`src/rtl/intl_axim_req_if.sv`:
```
// ----------------------------------------------------------------------------
// intl_axim_req_if
// AXI4-Lite master-side bundle used by intl_axim_req. Only the channels the
// requester needs are present; AWPROT/ARPROT are tied off in the interconnect.
//
// Modports
//   master : requester side (drives addr/data/valid, bready/rready)
//   slave  : register-slave side (drives ready, responses, read data)
// ----------------------------------------------------------------------------
interface intl_axim_req_if #(
    parameter int ADDR_WIDTH = 7,
    parameter int DATA_WIDTH = 32
);
    logic [ADDR_WIDTH-1:0]   m_axi_awaddr;
    logic                    m_axi_awvalid;
    logic                    m_axi_awready;
    logic [DATA_WIDTH-1:0]   m_axi_wdata;
    logic [DATA_WIDTH/8-1:0] m_axi_wstrb;
    logic                    m_axi_wvalid;
    logic                    m_axi_wready;
    logic [1:0]              m_axi_bresp;
    logic                    m_axi_bvalid;
    logic                    m_axi_bready;
    logic [ADDR_WIDTH-1:0]   m_axi_araddr;
    logic                    m_axi_arvalid;
    logic                    m_axi_arready;
    logic [DATA_WIDTH-1:0]   m_axi_rdata;
    logic [1:0]              m_axi_rresp;
    logic                    m_axi_rvalid;
    logic                    m_axi_rready;

    modport master (
        output m_axi_awaddr, m_axi_awvalid, input m_axi_awready,
        output m_axi_wdata, m_axi_wstrb, m_axi_wvalid, input m_axi_wready,
        input  m_axi_bresp, m_axi_bvalid, output m_axi_bready,
        output m_axi_araddr, m_axi_arvalid, input m_axi_arready,
        input  m_axi_rdata, m_axi_rresp, m_axi_rvalid, output m_axi_rready
    );

    modport slave (
        input  m_axi_awaddr, m_axi_awvalid, output m_axi_awready,
        input  m_axi_wdata, m_axi_wstrb, m_axi_wvalid, output m_axi_wready,
        output m_axi_bresp, m_axi_bvalid, input m_axi_bready,
        input  m_axi_araddr, m_axi_arvalid, output m_axi_arready,
        output m_axi_rdata, m_axi_rresp, m_axi_rvalid, input m_axi_rready
    );
endinterface

```
`src/rtl/intl_axim_req.sv`:
```
// ----------------------------------------------------------------------------
// intl_axim_req
// Single-outstanding AXI4-Lite master: turns a simple request strobe into one
// AXI4-Lite write (AW+W, then B) or read (AR, then R) and reports the result
// with a one-cycle response pulse.
//
// Ports
//   i_clk, i_rst             clock, synchronous active-high reset
//   i_req_valid/o_req_ready  request handshake (ready only in IDLE)
//   i_req_wr/addr/wdata      request direction, byte address, write data
//   o_rsp_valid              one-cycle completion pulse
//   o_rsp_rdata/resp         read data (0 for writes) and BRESP/RRESP, held
//   o_rsp_timeout            transaction aborted by timeout
//   axi                      AXI4-Lite master bundle (intl_axim_req_if.master)
//
// Optional feature: define INTL_AXIM_TIMEOUT_EN to abort a transaction that
// has spent TIMEOUT_CYCLES cycles waiting on the slave.
//
// state   | meaning
// --------+-------------------------------------------------------------
// S_IDLE  | ready for a request
// S_WADDR | AW and W offered, each dropped after its own handshake
// S_BRESP | waiting for write response
// S_RADDR | AR offered
// S_RDATA | waiting for read data
// S_RSP   | one-cycle completion pulse
// ----------------------------------------------------------------------------
module intl_axim_req #(
    parameter int C_M_AXI_DATA_WIDTH = 32,
    parameter int C_M_AXI_ADDR_WIDTH = 7,
    parameter int TIMEOUT_CYCLES     = 1024
) (
    input  logic                          i_clk,
    input  logic                          i_rst,
    input  logic                          i_req_valid,
    output logic                          o_req_ready,
    input  logic                          i_req_wr,
    input  logic [C_M_AXI_ADDR_WIDTH-1:0] i_req_addr,
    input  logic [C_M_AXI_DATA_WIDTH-1:0] i_req_wdata,
    output logic                          o_rsp_valid,
    output logic [C_M_AXI_DATA_WIDTH-1:0] o_rsp_rdata,
    output logic [1:0]                    o_rsp_resp,
    output logic                          o_rsp_timeout,
    intl_axim_req_if.master               axi
);
    typedef enum logic [2:0] {
        S_IDLE, S_WADDR, S_BRESP, S_RADDR, S_RDATA, S_RSP
    } state_t;

    state_t                        r_state;
    state_t                        w_state_nxt;
    logic [C_M_AXI_ADDR_WIDTH-1:0] r_addr;
    logic [C_M_AXI_DATA_WIDTH-1:0] r_wdata;
    logic                          r_aw_pend;
    logic                          r_w_pend;
    logic [C_M_AXI_DATA_WIDTH-1:0] r_rsp_rdata;
    logic [1:0]                    r_rsp_resp;
    logic                          r_rsp_tmo;
    logic                          w_accept;
    logic                          w_tc;
    logic                          w_tmo_fire;

    assign w_accept = i_req_valid & o_req_ready;

    assign axi.m_axi_awaddr = r_addr;
    assign axi.m_axi_araddr = r_addr;
    assign axi.m_axi_wdata  = r_wdata;
    assign axi.m_axi_wstrb  = 4'b1111;

    assign o_rsp_rdata   = r_rsp_rdata;
    assign o_rsp_resp    = r_rsp_resp;
    assign o_rsp_timeout = r_rsp_tmo;

`ifdef INTL_AXIM_TIMEOUT_EN
    localparam int TW = $clog2(TIMEOUT_CYCLES + 1);
    logic [TW-1:0] r_tmo_cnt;
    logic          w_busy;

    assign w_busy = (r_state == S_WADDR) || (r_state == S_BRESP) ||
                    (r_state == S_RADDR) || (r_state == S_RDATA);

    // Loaded so that terminal count is seen on the TIMEOUT_CYCLES-th
    // waiting cycle; the abort then takes effect at the following edge.
    always_ff @(posedge i_clk) begin
        if (i_rst) begin
            r_tmo_cnt <= '0;
        end else if (w_accept) begin
            r_tmo_cnt <= TW'(TIMEOUT_CYCLES - 1);
        end else if (w_busy && (r_tmo_cnt != '0)) begin
            r_tmo_cnt <= r_tmo_cnt - 1'b1;
        end
    end

    assign w_tc = (r_tmo_cnt == '0);
`else
    logic w_unused_tmo;
    assign w_unused_tmo = (TIMEOUT_CYCLES != 0);
    assign w_tc         = 1'b0;
`endif

    always_ff @(posedge i_clk) begin
        if (i_rst) begin
            r_state     <= S_IDLE;
            r_addr      <= '0;
            r_wdata     <= '0;
            r_aw_pend   <= 1'b0;
            r_w_pend    <= 1'b0;
            r_rsp_rdata <= '0;
            r_rsp_resp  <= 2'b00;
            r_rsp_tmo   <= 1'b0;
        end else begin
            r_state <= w_state_nxt;
            if (w_accept) begin
                r_addr    <= i_req_addr;
                r_wdata   <= i_req_wdata;
                r_aw_pend <= i_req_wr;
                r_w_pend  <= i_req_wr;
            end
            if (r_state == S_WADDR) begin
                if (axi.m_axi_awready || w_tmo_fire) r_aw_pend <= 1'b0;
                if (axi.m_axi_wready  || w_tmo_fire) r_w_pend  <= 1'b0;
            end
            if ((r_state == S_BRESP) && axi.m_axi_bvalid) begin
                r_rsp_resp  <= axi.m_axi_bresp;
                r_rsp_rdata <= '0;
                r_rsp_tmo   <= 1'b0;
            end
            if ((r_state == S_RDATA) && axi.m_axi_rvalid) begin
                r_rsp_resp  <= axi.m_axi_rresp;
                r_rsp_rdata <= axi.m_axi_rdata;
                r_rsp_tmo   <= 1'b0;
            end
            if (w_tmo_fire) begin
                r_rsp_resp  <= 2'b10;
                r_rsp_rdata <= '0;
                r_rsp_tmo   <= 1'b1;
            end
        end
    end

    always_comb begin
        w_state_nxt       = r_state;
        w_tmo_fire        = 1'b0;
        o_req_ready       = 1'b0;
        o_rsp_valid       = 1'b0;
        axi.m_axi_awvalid = 1'b0;
        axi.m_axi_wvalid  = 1'b0;
        axi.m_axi_bready  = 1'b0;
        axi.m_axi_arvalid = 1'b0;
        axi.m_axi_rready  = 1'b0;
        case (r_state)
            S_IDLE: begin
                // Held low while reset is asserted so nothing is accepted.
                o_req_ready = ~i_rst;
                if (i_req_valid && !i_rst) begin
                    w_state_nxt = i_req_wr ? S_WADDR : S_RADDR;
                end
            end
            S_WADDR: begin
                axi.m_axi_awvalid = r_aw_pend;
                axi.m_axi_wvalid  = r_w_pend;
                if ((!r_aw_pend || axi.m_axi_awready) &&
                    (!r_w_pend  || axi.m_axi_wready)) begin
                    w_state_nxt = S_BRESP;
                end else if (w_tc) begin
                    w_state_nxt = S_RSP;
                    w_tmo_fire  = 1'b1;
                end
            end
            S_BRESP: begin
                axi.m_axi_bready = 1'b1;
                if (axi.m_axi_bvalid) begin
                    w_state_nxt = S_RSP;
                end else if (w_tc) begin
                    w_state_nxt = S_RSP;
                    w_tmo_fire  = 1'b1;
                end
            end
            S_RADDR: begin
                axi.m_axi_arvalid = 1'b1;
                if (axi.m_axi_arready) begin
                    w_state_nxt = S_RDATA;
                end else if (w_tc) begin
                    w_state_nxt = S_RSP;
                    w_tmo_fire  = 1'b1;
                end
            end
            S_RDATA: begin
                axi.m_axi_rready = 1'b1;
                if (axi.m_axi_rvalid) begin
                    w_state_nxt = S_RSP;
                end else if (w_tc) begin
                    w_state_nxt = S_RSP;
                    w_tmo_fire  = 1'b1;
                end
            end
            S_RSP: begin
                o_rsp_valid = 1'b1;
                w_state_nxt = S_IDLE;
            end
            default: w_state_nxt = S_IDLE;
        endcase
    end
endmodule

```
`src/flat_wrapper.sv`:
```
// flat-port wrapper written by rule: the top's interface ports become plain ports
module intl_axim_req_flat 
#(
    parameter int C_M_AXI_DATA_WIDTH = 32,
    parameter int C_M_AXI_ADDR_WIDTH = 7,
    parameter int TIMEOUT_CYCLES     = 1024
)
  (i_clk, i_rst, i_req_valid, o_req_ready, i_req_wr, i_req_addr, i_req_wdata, o_rsp_valid, o_rsp_rdata, o_rsp_resp, o_rsp_timeout, axi_m_axi_awaddr, axi_m_axi_awvalid, axi_m_axi_awready, axi_m_axi_wdata, axi_m_axi_wstrb, axi_m_axi_wvalid, axi_m_axi_wready, axi_m_axi_bresp, axi_m_axi_bvalid, axi_m_axi_bready, axi_m_axi_araddr, axi_m_axi_arvalid, axi_m_axi_arready, axi_m_axi_rdata, axi_m_axi_rresp, axi_m_axi_rvalid, axi_m_axi_rready);
  intl_axim_req_if #(.ADDR_WIDTH(7), .DATA_WIDTH(32)) axi_i ();
  input  logic i_clk;
  input  logic i_rst;
  input  logic i_req_valid;
  output logic o_req_ready;
  input  logic i_req_wr;
  input  logic [C_M_AXI_ADDR_WIDTH-1:0] i_req_addr;
  input  logic [C_M_AXI_DATA_WIDTH-1:0] i_req_wdata;
  output logic o_rsp_valid;
  output logic [C_M_AXI_DATA_WIDTH-1:0] o_rsp_rdata;
  output logic [1:0] o_rsp_resp;
  output logic o_rsp_timeout;
  output wire logic [$bits(axi_i.m_axi_awaddr)-1:0] axi_m_axi_awaddr;
  output wire logic [$bits(axi_i.m_axi_awvalid)-1:0] axi_m_axi_awvalid;
  input wire logic [$bits(axi_i.m_axi_awready)-1:0] axi_m_axi_awready;
  output wire logic [$bits(axi_i.m_axi_wdata)-1:0] axi_m_axi_wdata;
  output wire logic [$bits(axi_i.m_axi_wstrb)-1:0] axi_m_axi_wstrb;
  output wire logic [$bits(axi_i.m_axi_wvalid)-1:0] axi_m_axi_wvalid;
  input wire logic [$bits(axi_i.m_axi_wready)-1:0] axi_m_axi_wready;
  input wire logic [$bits(axi_i.m_axi_bresp)-1:0] axi_m_axi_bresp;
  input wire logic [$bits(axi_i.m_axi_bvalid)-1:0] axi_m_axi_bvalid;
  output wire logic [$bits(axi_i.m_axi_bready)-1:0] axi_m_axi_bready;
  output wire logic [$bits(axi_i.m_axi_araddr)-1:0] axi_m_axi_araddr;
  output wire logic [$bits(axi_i.m_axi_arvalid)-1:0] axi_m_axi_arvalid;
  input wire logic [$bits(axi_i.m_axi_arready)-1:0] axi_m_axi_arready;
  input wire logic [$bits(axi_i.m_axi_rdata)-1:0] axi_m_axi_rdata;
  input wire logic [$bits(axi_i.m_axi_rresp)-1:0] axi_m_axi_rresp;
  input wire logic [$bits(axi_i.m_axi_rvalid)-1:0] axi_m_axi_rvalid;
  output wire logic [$bits(axi_i.m_axi_rready)-1:0] axi_m_axi_rready;
  assign axi_m_axi_awaddr = axi_i.m_axi_awaddr;
  assign axi_m_axi_awvalid = axi_i.m_axi_awvalid;
  assign axi_i.m_axi_awready = axi_m_axi_awready;
  assign axi_m_axi_wdata = axi_i.m_axi_wdata;
  assign axi_m_axi_wstrb = axi_i.m_axi_wstrb;
  assign axi_m_axi_wvalid = axi_i.m_axi_wvalid;
  assign axi_i.m_axi_wready = axi_m_axi_wready;
  assign axi_i.m_axi_bresp = axi_m_axi_bresp;
  assign axi_i.m_axi_bvalid = axi_m_axi_bvalid;
  assign axi_m_axi_bready = axi_i.m_axi_bready;
  assign axi_m_axi_araddr = axi_i.m_axi_araddr;
  assign axi_m_axi_arvalid = axi_i.m_axi_arvalid;
  assign axi_i.m_axi_arready = axi_m_axi_arready;
  assign axi_i.m_axi_rdata = axi_m_axi_rdata;
  assign axi_i.m_axi_rresp = axi_m_axi_rresp;
  assign axi_i.m_axi_rvalid = axi_m_axi_rvalid;
  assign axi_m_axi_rready = axi_i.m_axi_rready;
  intl_axim_req #(.C_M_AXI_DATA_WIDTH(C_M_AXI_DATA_WIDTH), .C_M_AXI_ADDR_WIDTH(C_M_AXI_ADDR_WIDTH), .TIMEOUT_CYCLES(TIMEOUT_CYCLES)) u_core (.i_clk(i_clk), .i_rst(i_rst), .i_req_valid(i_req_valid), .o_req_ready(o_req_ready), .i_req_wr(i_req_wr), .i_req_addr(i_req_addr), .i_req_wdata(i_req_wdata), .o_rsp_valid(o_rsp_valid), .o_rsp_rdata(o_rsp_rdata), .o_rsp_resp(o_rsp_resp), .o_rsp_timeout(o_rsp_timeout), .axi(axi_i));
endmodule
```
`config.mk`:
```
export PLATFORM = sky130hd
export DESIGN_NAME = intl_axim_req_flat
export DESIGN_NICKNAME = d
export VERILOG_FILES = /design/src/rtl/intl_axim_req_if.sv /design/src/rtl/intl_axim_req.sv /design/src/flat_wrapper.sv
export SDC_FILE = /design/constraint.sdc
export NUM_CORES = 1
export LEC_CHECK = 0
export ABC_AREA = 1
export BUFFER_PORTS_ARGS = -buffer_cell sky130_fd_sc_hd__buf_2
export CAP_MARGIN = 15
export CORE_MARGIN = 2
export CORE_UTILIZATION = 44
export DETAILED_ROUTE_END_ITERATION = 8
export GPL_TIMING_DRIVEN = 0
export PLACE_DENSITY = 0.81
export SLEW_MARGIN = 10
export SYNTH_ARGS = -nofsm -noshare
export SYNTH_HDL_FRONTEND = slang
export SYNTH_SLANG_ARGS = --single-unit
```
`constraint.sdc`:
```
create_clock -name i_clk -period 1.5 [get_ports i_clk]
set_input_delay 0.375 -clock i_clk [delete_from_list [all_inputs] [get_ports i_clk]]
set_output_delay 0.375 -clock i_clk [all_outputs]
set_load 0.005 [all_outputs]
```
-- Yosys cells after proc, flatten, opt, wreduce, memory -nomap -nowiden
Cells that the tools add are included.
- bits in registers: 78
- word-level logic and storage cells: 55
- output and inout bits: 92
- bitwise logic cells: 2
- reduce and logical (&&, ||, !) cells: 12
- equality and inequality tests: 10
- muxes and demuxes: 24
- operator list (operator ; number):
    32-bit 2-to-1 mux ; 2
    3-bit 2-to-1 mux ; 5
    3-bit case mux with 5 select lines ; 1
    1-bit 2-to-1 mux ; 13
    2-bit inequality test (second input constant) ; 4
    3-bit by 2-bit == test with 1-bit output (second input constant) ; 2
    3-bit == test (second input constant) ; 2
    2-bit 2-to-1 mux ; 3
    5-bit AND reduction ; 1
    1-bit logical AND ; 4
    3-bit by 1-bit == test with 1-bit output (second input constant) ; 1
    1-bit zero test ; 3
    3-bit zero test ; 1
    1-bit logical OR ; 2
    2-bit by 1-bit inequality test with 1-bit output (second input constant) ; 1
    2-bit nonzero test ; 1
    1-bit AND ; 1
    1-bit inverter ; 1

-- Logic depth before layout (Yosys ltp)
Gate-level depths: netlist of the first run.
- depth in word-level cells: 6
- mapped depth: 9
- mapped depth without buffers: 9

-- Worst setup path after synthesis of the first run
Ideal clock, no wire load.
- kind: reg2out
- from: register u_core.r_state[0]
- to: output axi_m_axi_rready
- arrival: 0.900 ns
- slack: 0.225 ns
- cell stages (with the launch flop): 5
- path buffers: 1
- path through: dfxtp_1 nor2_2 nand2_1 clkinv_1 buf_4
- longest elaborated chain between the ends: 2
- RTL lines (item ; line ; source):
    from (decl) ; intl_axim_req.sv:50 ; state_t r_state;
    from (signal assigned) ; intl_axim_req.sv:112 ; r_state <= w_state_nxt;
    3-bit == test ; intl_axim_req.sv:151 ; case (r_state)
    1-bit 2-to-1 mux ; intl_axim_req.sv:151 ;
    to (decl) ; flat_wrapper.sv:37 ; output wire logic [$bits(axi_i.m_axi_rready)-1:0] axi_m_axi_rready;
No other way between the ends.

-- Worst setup path in the final report of the first run
- from: register u_core.r_state[1]
- to: output axi_m_axi_bready
- longest elaborated chain between the ends: 2
- RTL lines (item ; line ; source):
    3-bit by 2-bit == test with 1-bit output ; intl_axim_req.sv:151 ;
    1-bit 2-to-1 mux ; intl_axim_req.sv:151 ;
    to (decl) ; flat_wrapper.sv:30 ; output wire logic [$bits(axi_i.m_axi_bready)-1:0] axi_m_axi_bready;
No other way between the ends.

==> metrics, run 1 <==
Root Buffer=clkbuf_8; Tmin final=1.582 ns; Crit. End Element=output pin; Initial Util=45.35%; Reg area=1570 um^2; period utilization=105.4%; die width=87.45 um; DRC violations left=0; Netlist Area Pre-Place=3064 um^2; Worst R2R Setup Slack=0.02 ns; Worst Hold End=u_core.axi.m_axi_araddr[3]$_SDFFE_PP0P_; Reg-to-Reg Start=u_core.r_state[0]$_SDFFE_PP0P_; drt wl/cell=12.45 um; clock latency on the worst-skew pair=0.34 ns; HP Class=primary input to flop; Rows=30; smallest hold slack=0.2358 ns; final setup margin=-0.08167 ns; Lkg Pwr=2.125 nW; most common cell in the netlist=nand2_1; RePlAce Congestion=0.8007; Post-synth EDFFs=0; area of the multi-input gates=1277 um^2; Die Area=7648 um^2; CP Data Arrival Time=1.21 ns; number of global-route vias before repair=3002; antenna cell count=0; worst vdd ir=0.7120 mV; clock network power share=27.2%; Synth area leader=dfxtp_1; initial antenna violation count=0; final wirelength=8442 um; Worst-path clk slew=0.08 ns; Cell Int Power=4.387 mW; TritonRoute pass-1 iters=4; hold_buf cts=0; Synth top area share=50.96%; first-pass GRT wire length=12930 um; failing checks=negative setup slack; input/output buffers=169; fillers=600; status=complete, but fails checks; switching power share of the total=31.75%; Clock Path Buffers=2; synth cell count leaders=130 x nand2_1, 78 x dfxtp_1, 43 x o21ai_0; ys flop type=dfxtp_1; PwrDens=1470 nW/um^2; combinational share of power=30.7%; flops & latches, synth=78; Remaining Overflow, GRT=0; RSZ-0062 raised after global routing=yes; # IOs=176; ranking of synthesized cells by area=dfxtp_1 51%, nand2_1 16%, o21ai_0 7.0%; reg2reg end=u_core.o_rsp_rdata[2]$_SDFFE_PP0P_; sequential share of power=42.1%; post-detail-place hpwl=6180 um; maximum clock rate=632.2 MHz; syn avg cell area=7.566 um^2; CP required=1.12 ns; Reg2Reg Depth=9; largest net degree at the start of global routing=17; Overall Global Routing Usage=21.03%; Layout Skew=0.004301 ns; switching power=2.041 mW; worst hold stages=3; # Max-Cap Violations=0; crit-path max FO=4; part of the Yosys area used for sequential elements=50.96%; final hold vios=0; Worst Setup Path Type=flop to output pin; Placeable Area=6756 um^2; final setup violation count=7; via-per-instance ratio=4.879; Nets=678; CTS H-Tree Depth=3; Synth-to-Final Area Change=42.71%; Critical Path Start Type=flop; Setup TNS=-0.3380 ns; CTS tree=yes; post-synth cell types=26; Core Util, Final=64.72%; Worst Min Path Start=i_req_addr[3]; DR iter-0 viols=101; layout cells sized above 1=39.80%; Async SR Flop Fraction=0%; final max-slew violation count=0; CTS sink count=78; Die Ht=87.45 um; Post-DRT Antenna Nets=0; routed vias=3308; Num CTS Buffers=9; YS warnings=0; Post-Synthesis Cells=405
==> flip-flops by register name, summed over array words and instances, names as in the netlist <==
| name | cells |
|---|---|
| u_core.axi.m_axi_wdata | 32 |
| u_core.r_w_pend | 1 |
| u_core.r_aw_pend | 1 |
| u_core.o_rsp_resp | 2 |
| u_core.axi.m_axi_araddr | 7 |
| u_core.o_rsp_rdata | 32 |
| u_core.r_state | 3 |
==> per-stage QoR <==
step,worst slack [ns],instance area [um^2],cells,power [mW]
after floorplan,0.2246,3075,408,3.686
after global placement,-0.04425,4021,657,4.378
after detailed placement,-0.04573,4021,657,4.420
after CTS,-0.06577,4325,676,6.351
after global routing,-0.1158,4373,678,6.790
final,-0.08167,4373,678,6.428
==> power by group through the flow <==
stage | logic (mW) | registers (mW) | clock network (mW)
after floorplan | 0.968 | 2.72 | 0
after global placement | 1.69 | 2.69 | 0
after detailed placement | 1.72 | 2.70 | 0
after CTS | 1.87 | 2.70 | 1.78
after global routing | 2.18 | 2.75 | 1.85
final | 1.97 | 2.71 | 1.75
==> layout make-up <==
type / instances / area share [%]
inverters: 14 / 1.488
repair buffers: 176 / 20.69
clock buffers: 12 / 3.548
flip-flops and latches: 78 / 35.91
multi-input cells: 278 / 29.21
well taps: 80 / 2.289
clock inverters: 3 / 1.545
plain buffers: 37 / 5.322
==> cells by family after synthesis <==
family | Yosys count | synth area share, %
flops | 78 | 50.96
buf+inv | 52 | 9.432
other cells | 2 | 0.2451
simple gates | 194 | 26.30
compound gates | 79 | 13.07
==> cell usage in the layout (no fill, tap or decap), drive strengths merged <==
master,instances
a21oi,33
a31oi,2
buf,203
bufinv,2
clkbuf,22
clkinv,1
clkinvlp,1
conb,5
dfxtp,78
inv,13
nand2,132
nand3,39
nand3b,1
nand4,2
nor2,18
nor3,2
o21ai,43
o21bai,1
==> timing repair <==
action	4_1_cts	5_1_grt
pin swaps	2	4
gates resized for setup	19	11
buffers inserted	5	2
setup endpoints to repair	7	27
==> worst max-delay path, stage by stage (launching register included) <==
cell     delay, ns
dfxtp_4       0.39
buf_4         0.14
nand2_4       0.07
nor2_4        0.14
buf_2         0.13
==> how the worst max path moves through the flow <==
stage,startpoint,endpoint,slack [ns],cells past startpoint
after global placement,u_core.r_state[0]$_SDFFE_PP0P_,axi_m_axi_rready,-0.04,5
after floorplan,u_core.r_state[0]$_SDFFE_PP0P_,axi_m_axi_rready,0.22,4
after global routing,u_core.r_state[0]$_SDFFE_PP0P_,axi_m_axi_rready,-0.12,4
after CTS,u_core.r_state[1]$_SDFFE_PP0P_,axi_m_axi_wvalid,-0.07,6
after detailed placement,u_core.r_state[0]$_SDFFE_PP0P_,axi_m_axi_rready,-0.05,5
final,u_core.r_state[1]$_SDFFE_PP0P_,axi_m_axi_bready,-0.08,4
==> per-layer routing <==
metal | GRT usage (%) | vias up | routed length (um)
li1 | - | 1673 | -
met1 | 24.50 | 1489 | 3603
met2 | 37.26 | 139 | 4067
met3 | 5.213 | 7 | 688
met4 | 7.413 | 0 | 82
met5 | 0 | - | 0
Power figures use the tool's default switching activity.
==> inputs of run 2 (changes only) <==
--- a/config.mk
+++ b/config.mk
@@ -12,7 +12,7 @@
 export CORE_UTILIZATION = 44
 export DETAILED_ROUTE_END_ITERATION = 8
 export GPL_TIMING_DRIVEN = 0
-export PLACE_DENSITY = 0.81
+export PLACE_DENSITY = 0.8
 export SLEW_MARGIN = 10
 export SYNTH_ARGS = -nofsm -noshare
 export SYNTH_HDL_FRONTEND = slang
==> metrics, run 2 (synthesis gave the netlist of run 1 again) <==
combinational share of power=32.8%; die width=87.45 um; Overall Global Routing Usage=21.41%; Post-DRT Antenna Nets=0; largest net degree at the start of global routing=17; DRC violations left=0; Layout Skew=0.01040 ns; CTS H-Tree Depth=3; TritonRoute pass-1 iters=6; Tmin final=1.575 ns; switching power=2.141 mW; final wirelength=8616 um; Initial Util=45.35%; crit-path max FO=6; CP Data Arrival Time=1.20 ns; CTS tree=yes; Remaining Overflow, GRT=0; Clock Path Buffers=2; Nets=685; Worst-path clk slew=0.08 ns; Lkg Pwr=2.167 nW; Worst Setup Path Type=flop to output pin; Placeable Area=6756 um^2; drt wl/cell=12.56 um; via-per-instance ratio=4.851; # IOs=176; Cell Int Power=4.436 mW; worst-path cell chain=nor2_4 -> nand2_2 -> nor2_1 -> buf_2; Critical Path Stages=4; Reg2Reg Depth=8; routed vias=3328; Crit. End Element=output pin; DR iter-0 viols=144; HP Class=primary input to flop; period utilization=105.0%; final max-slew violation count=0; delay-heaviest family, CP=flip-flops; CP max stage cell=dfxtp_4; input/output buffers=169; PwrDens=1467 nW/um^2; commonest non-fill, non-tap cells in the layout=172 x buf_2, 127 x nand2_1, 75 x dfxtp_1; antenna cell count=0; clock latency on the worst-skew pair=0.34 ns; hold_buf cts=0; switching power share of the total=32.56%; Max stage delay on crit path=0.39 ns; initial antenna violation count=0; RePlAce Congestion=0.8088; Core Util, Final=66.35%; sequential share of power=41.3%; # Max-Cap Violations=0; overall power=6.577 mW; worst vdd ir=0.9389 mV; worst hold stages=3; CP bufs+invs=1; Rows=30; CTS sink count=78; layout cells sized above 1=41.25%; Synth-to-Final Area Change=46.30%; Num CTS Buffers=9; Die Area=7648 um^2; Critical Path Start Type=flop; number of global-route vias before repair=3010; CP required=1.12 ns; Die Ht=87.45 um; status=complete, but fails checks; final hold vios=0; maximum clock rate=634.9 MHz; final setup margin=-0.07508 ns; post-detail-place hpwl=6194 um; commonest non-fill, non-tap cell in the layout=buf_2; clock network power share=25.8%; Root Buffer=clkbuf_8; first-pass GRT wire length=13060 um; failing checks=negative setup slack; RSZ-0062 raised after global routing=yes; final setup violation count=7
## run 2: cell types whose count changed in the layout (fill, tap and decap cells not counted), moves of 3 or more
cell / before / now
nor2_4: 5 / 8
buf_2: 176 / 172
buf_4: 21 / 26
buf_6: 5 / 10
## run 2: stage by stage
stage / hold slack [ns] / setup WS, ns / std cells / area (um^2) / setup TNS [ns]
floorplan: 0.4554 / 0.2246 / 408 / 3075 / 0
global placement: 0.4447 / -0.04331 / 657 / 4021 / -0.2389
detailed placement: 0.4475 / -0.05143 / 657 / 4021 / -0.2853
CTS: 0.2132 / -0.1064 / 681 / 4332 / -0.4305
global route: 0.2324 / -0.1427 / 686 / 4483 / -1.262
finish: 0.2258 / -0.07508 / 686 / 4483 / -0.3130
## run 2: tightest hold or removal path, cell delays in order
cell     delay, ns
buf_2         0.08
nand2_1       0.04
o21ai_0       0.05
## run 2: final cells by class
type / instances / area, um^2
Buffer: 37 / 250.2
Clock buffer: 10 / 127.6
Clock inverter: 6 / 86.33
Fill cell: 599 / 2273
Inverter: 14 / 65.06
Multi-Input combinational cell: 279 / 1318
Sequential cell: 78 / 1573
Tap cell: 80 / 100.1
Timing Repair Buffer: 182 / 963.4
## run 2: path summary, 6_finish.rpt
check                                 startpoint                                     end  slack (ns)
max               u_core.r_state[0]$_SDFFE_PP0P_                             o_req_ready       -0.08
min                               i_req_wdata[9]  u_core.axi.m_axi_wdata[9]$_SDFFE_PP0P_        0.23
max reg2reg       u_core.r_state[0]$_SDFFE_PP0P_              u_core.r_w_pend$_SDFF_PP0_        0.01
min reg2reg  u_core.o_rsp_rdata[13]$_SDFFE_PP0P_     u_core.o_rsp_rdata[13]$_SDFFE_PP0P_        0.46
## run 2: repair_timing
item                                    in CTS  in global routing
endpoints found under the setup margin       7                 62
gates resized for setup                     15                 37
buffers inserted                             9                  5
endpoints found under the hold margin        0                  0
pin swaps                                    5                 11
gates cloned                                 0                  1
## run 2: per-layer routing
metal | part of all wire, % | up-vias | global-route usage, %
met5 | 0 | - | 0
met4 | 1.6 | 0 | 7.832
met1 | 41 | 1491 | 23.98
met2 | 50 | 134 | 38.22
li1 | - | 1689 | -
met3 | 7.6 | 14 | 6.256
## run 2: power groups by stage
stage	Sequential (mW)	Combinational, mW	Clock, mW
5_1_grt	2.76	2.40	1.80
6_report	2.72	2.16	1.70
3_3_place_gp	2.69	1.69	0
3_5_place_dp	2.70	1.72	0
4_1_cts	2.69	1.91	1.74
2_1_floorplan	2.72	0.968	0
==> inputs of run 3 (changes only) <==
--- a/config.mk
+++ b/config.mk
@@ -8,11 +8,11 @@
 export ABC_AREA = 1
 export BUFFER_PORTS_ARGS = -buffer_cell sky130_fd_sc_hd__buf_2
 export CAP_MARGIN = 15
-export CORE_MARGIN = 2
 export CORE_UTILIZATION = 44
 export DETAILED_ROUTE_END_ITERATION = 8
 export GPL_TIMING_DRIVEN = 0
 export PLACE_DENSITY = 0.8
+export RECOVER_POWER = 100
 export SLEW_MARGIN = 10
 export SYNTH_ARGS = -nofsm -noshare
 export SYNTH_HDL_FRONTEND = slang
==> metrics, run 3 (synthesis gave the netlist of run 1 again) <==
Setup TNS=-0.2381 ns; final wirelength=8638 um; Post-DRT Antenna Nets=0; worst-path cell chain=nor2_4 -> nand2_1 -> clkinv_4 -> buf_2; crit-path max FO=5; worst vdd ir=0.6766 mV; commonest non-fill, non-tap cells in the layout=139 x buf_2, 128 x nand2_1, 75 x dfxtp_1; hold_buf cts=0; Initial Util=45.35%; Overall Global Routing Usage=23.22%; final setup violation count=5; antenna cell count=0; post-detail-place hpwl=6172 um; DR iter-0 viols=217; final setup margin=-0.06131 ns; failing checks=negative setup slack; overall power=6.452 mW; first-pass GRT wire length=13450 um; setup slack at placement=-0.07486 ns; worst-margin pin slew=0.5156 ns; routed vias=3374; Remaining Overflow, GRT=0; Synth-to-Final Area Change=43.12%; # Max-Cap Violations=0; Root Buffer=clkbuf_8; Die Ht=85.45 um; Die Area=7302 um^2; Crit. End Element=output pin; Clock Path Buffers=2; RePlAce Congestion=0.8463; via-per-instance ratio=4.940; smallest hold slack=0.2309 ns; CP bufs+invs=2; maximum clock rate=640.5 MHz; Worst R2R Setup Slack=0.09 ns; Layout Skew=0.01143 ns; Reg-to-Reg Start=u_core.r_state[1]$_SDFFE_PP0P_; Worst Setup Path Type=flop to output pin; Reg2Reg Depth=10; Nets=682; final hold vios=0; DRC violations left=0; area of the multi-input gates=1282 um^2; reg2reg end=u_core.o_rsp_rdata[5]$_SDFFE_PP0P_; drt wl/cell=12.65 um; initial antenna violation count=0; Worst-path clk slew=0.08 ns; Reg area=1573 um^2; Lkg Pwr=2.000 nW; commonest non-fill, non-tap cell in the layout=buf_2; delay-heaviest family, CP=flip-flops; status=complete, but fails checks; number of global-route vias before repair=3039; Tmin final=1.561 ns; relative slew slack=65.62%; CP max stage cell=dfxtp_4; Rows=30; TritonRoute pass-1 iters=4; input/output buffers=169; # IOs=176; Max stage delay on crit path=0.37 ns; HP Class=primary input to flop; period utilization=104.1%; largest net degree at the start of global routing=17; Placeable Area=6756 um^2; final max-slew violation count=0; CP Data Arrival Time=1.19 ns; crit path from=u_core.r_state[1]$_SDFFE_PP0P_; clock latency on the worst-skew pair=0.35 ns; Core Util, Final=64.91%; CTS sink count=78; Critical Path Start Type=flop; die width=85.45 um; CP required=1.12 ns; CTS tree=yes; layout cells sized above 1=34.66%; RSZ-0062 raised after global routing=yes; Critical Path Stages=4; CTS H-Tree Depth=3; PwrDens=1471 nW/um^2; fillers=616; CP endpoint=axi_m_axi_rready; Num CTS Buffers=9
==> run 3: repair_timing <==
item	in CTS	in global routing
resized for setup	20	15
pin swaps	5	5
endpoints found under the setup margin	9	46
cloned	1	0
buffers inserted	6	4
==> run 3: worst min-delay path by stage <==
stage,to,cells past startpoint,start,slack (ns)
CTS,u_core.axi.m_axi_wdata[29]$_SDFFE_PP0P_,3,i_req_wdata[29],0.22
detailed placement,u_core.o_rsp_rdata[6]$_SDFFE_PP0P_,2,u_core.o_rsp_rdata[6]$_SDFFE_PP0P_,0.45
floorplan,u_core.o_rsp_rdata[10]$_SDFFE_PP0P_,2,u_core.o_rsp_rdata[10]$_SDFFE_PP0P_,0.46
global placement,u_core.o_rsp_rdata[9]$_SDFFE_PP0P_,2,u_core.o_rsp_rdata[9]$_SDFFE_PP0P_,0.44
finish,u_core.axi.m_axi_wdata[29]$_SDFFE_PP0P_,3,i_req_wdata[29],0.23
global route,u_core.axi.m_axi_wdata[3]$_SDFFE_PP0P_,3,i_req_wdata[3],0.22
==> run 3: cell type report <==
class                      count  area share (%)
sequential                    78           35.86
multi-input combinational    279           29.24
timing repair buffer         179           20.54
buffer                        37           5.563
clock buffer                  10           3.138
tap                           80           2.282
clock inverter                 6           1.940
inverter                      14           1.427
==> run 3: power by group <==
part / total, mW / switching (mW) / internal [mW] / leakage, nW
Clock: 1.75 / 0.770 / 0.977 / 0.108
Sequential: 2.69 / 0.239 / 2.45 / 0.637
Combinational: 2.01 / 1.10 / 0.919 / 1.25
==> run 3: per-stage QoR <==
step | cells | cell area (um^2)
6_report | 683 | 4385
5_1_grt | 683 | 4385
4_1_cts | 679 | 4345
3_5_place_dp | 657 | 4021
3_3_place_gp | 657 | 4021
2_1_floorplan | 408 | 3075
==> run 3: worst min-delay path: stages <==
cell and delay [ns]:
buf_2 0.07, nand2_1 0.04, o21ai_0 0.05
==> run 3: routing by layer <==
| layer | vias up | part of all wire, % | global-route usage [%] |
|---|---|---|---|
| met3 | 18 | 6.8 | 6.128 |
| met5 | - | 0 | 0 |
| li1 | 1685 | - | - |
| met2 | 159 | 48 | 41.09 |
| met4 | 0 | 1.8 | 8.636 |
| met1 | 1512 | 43 | 26.85 |
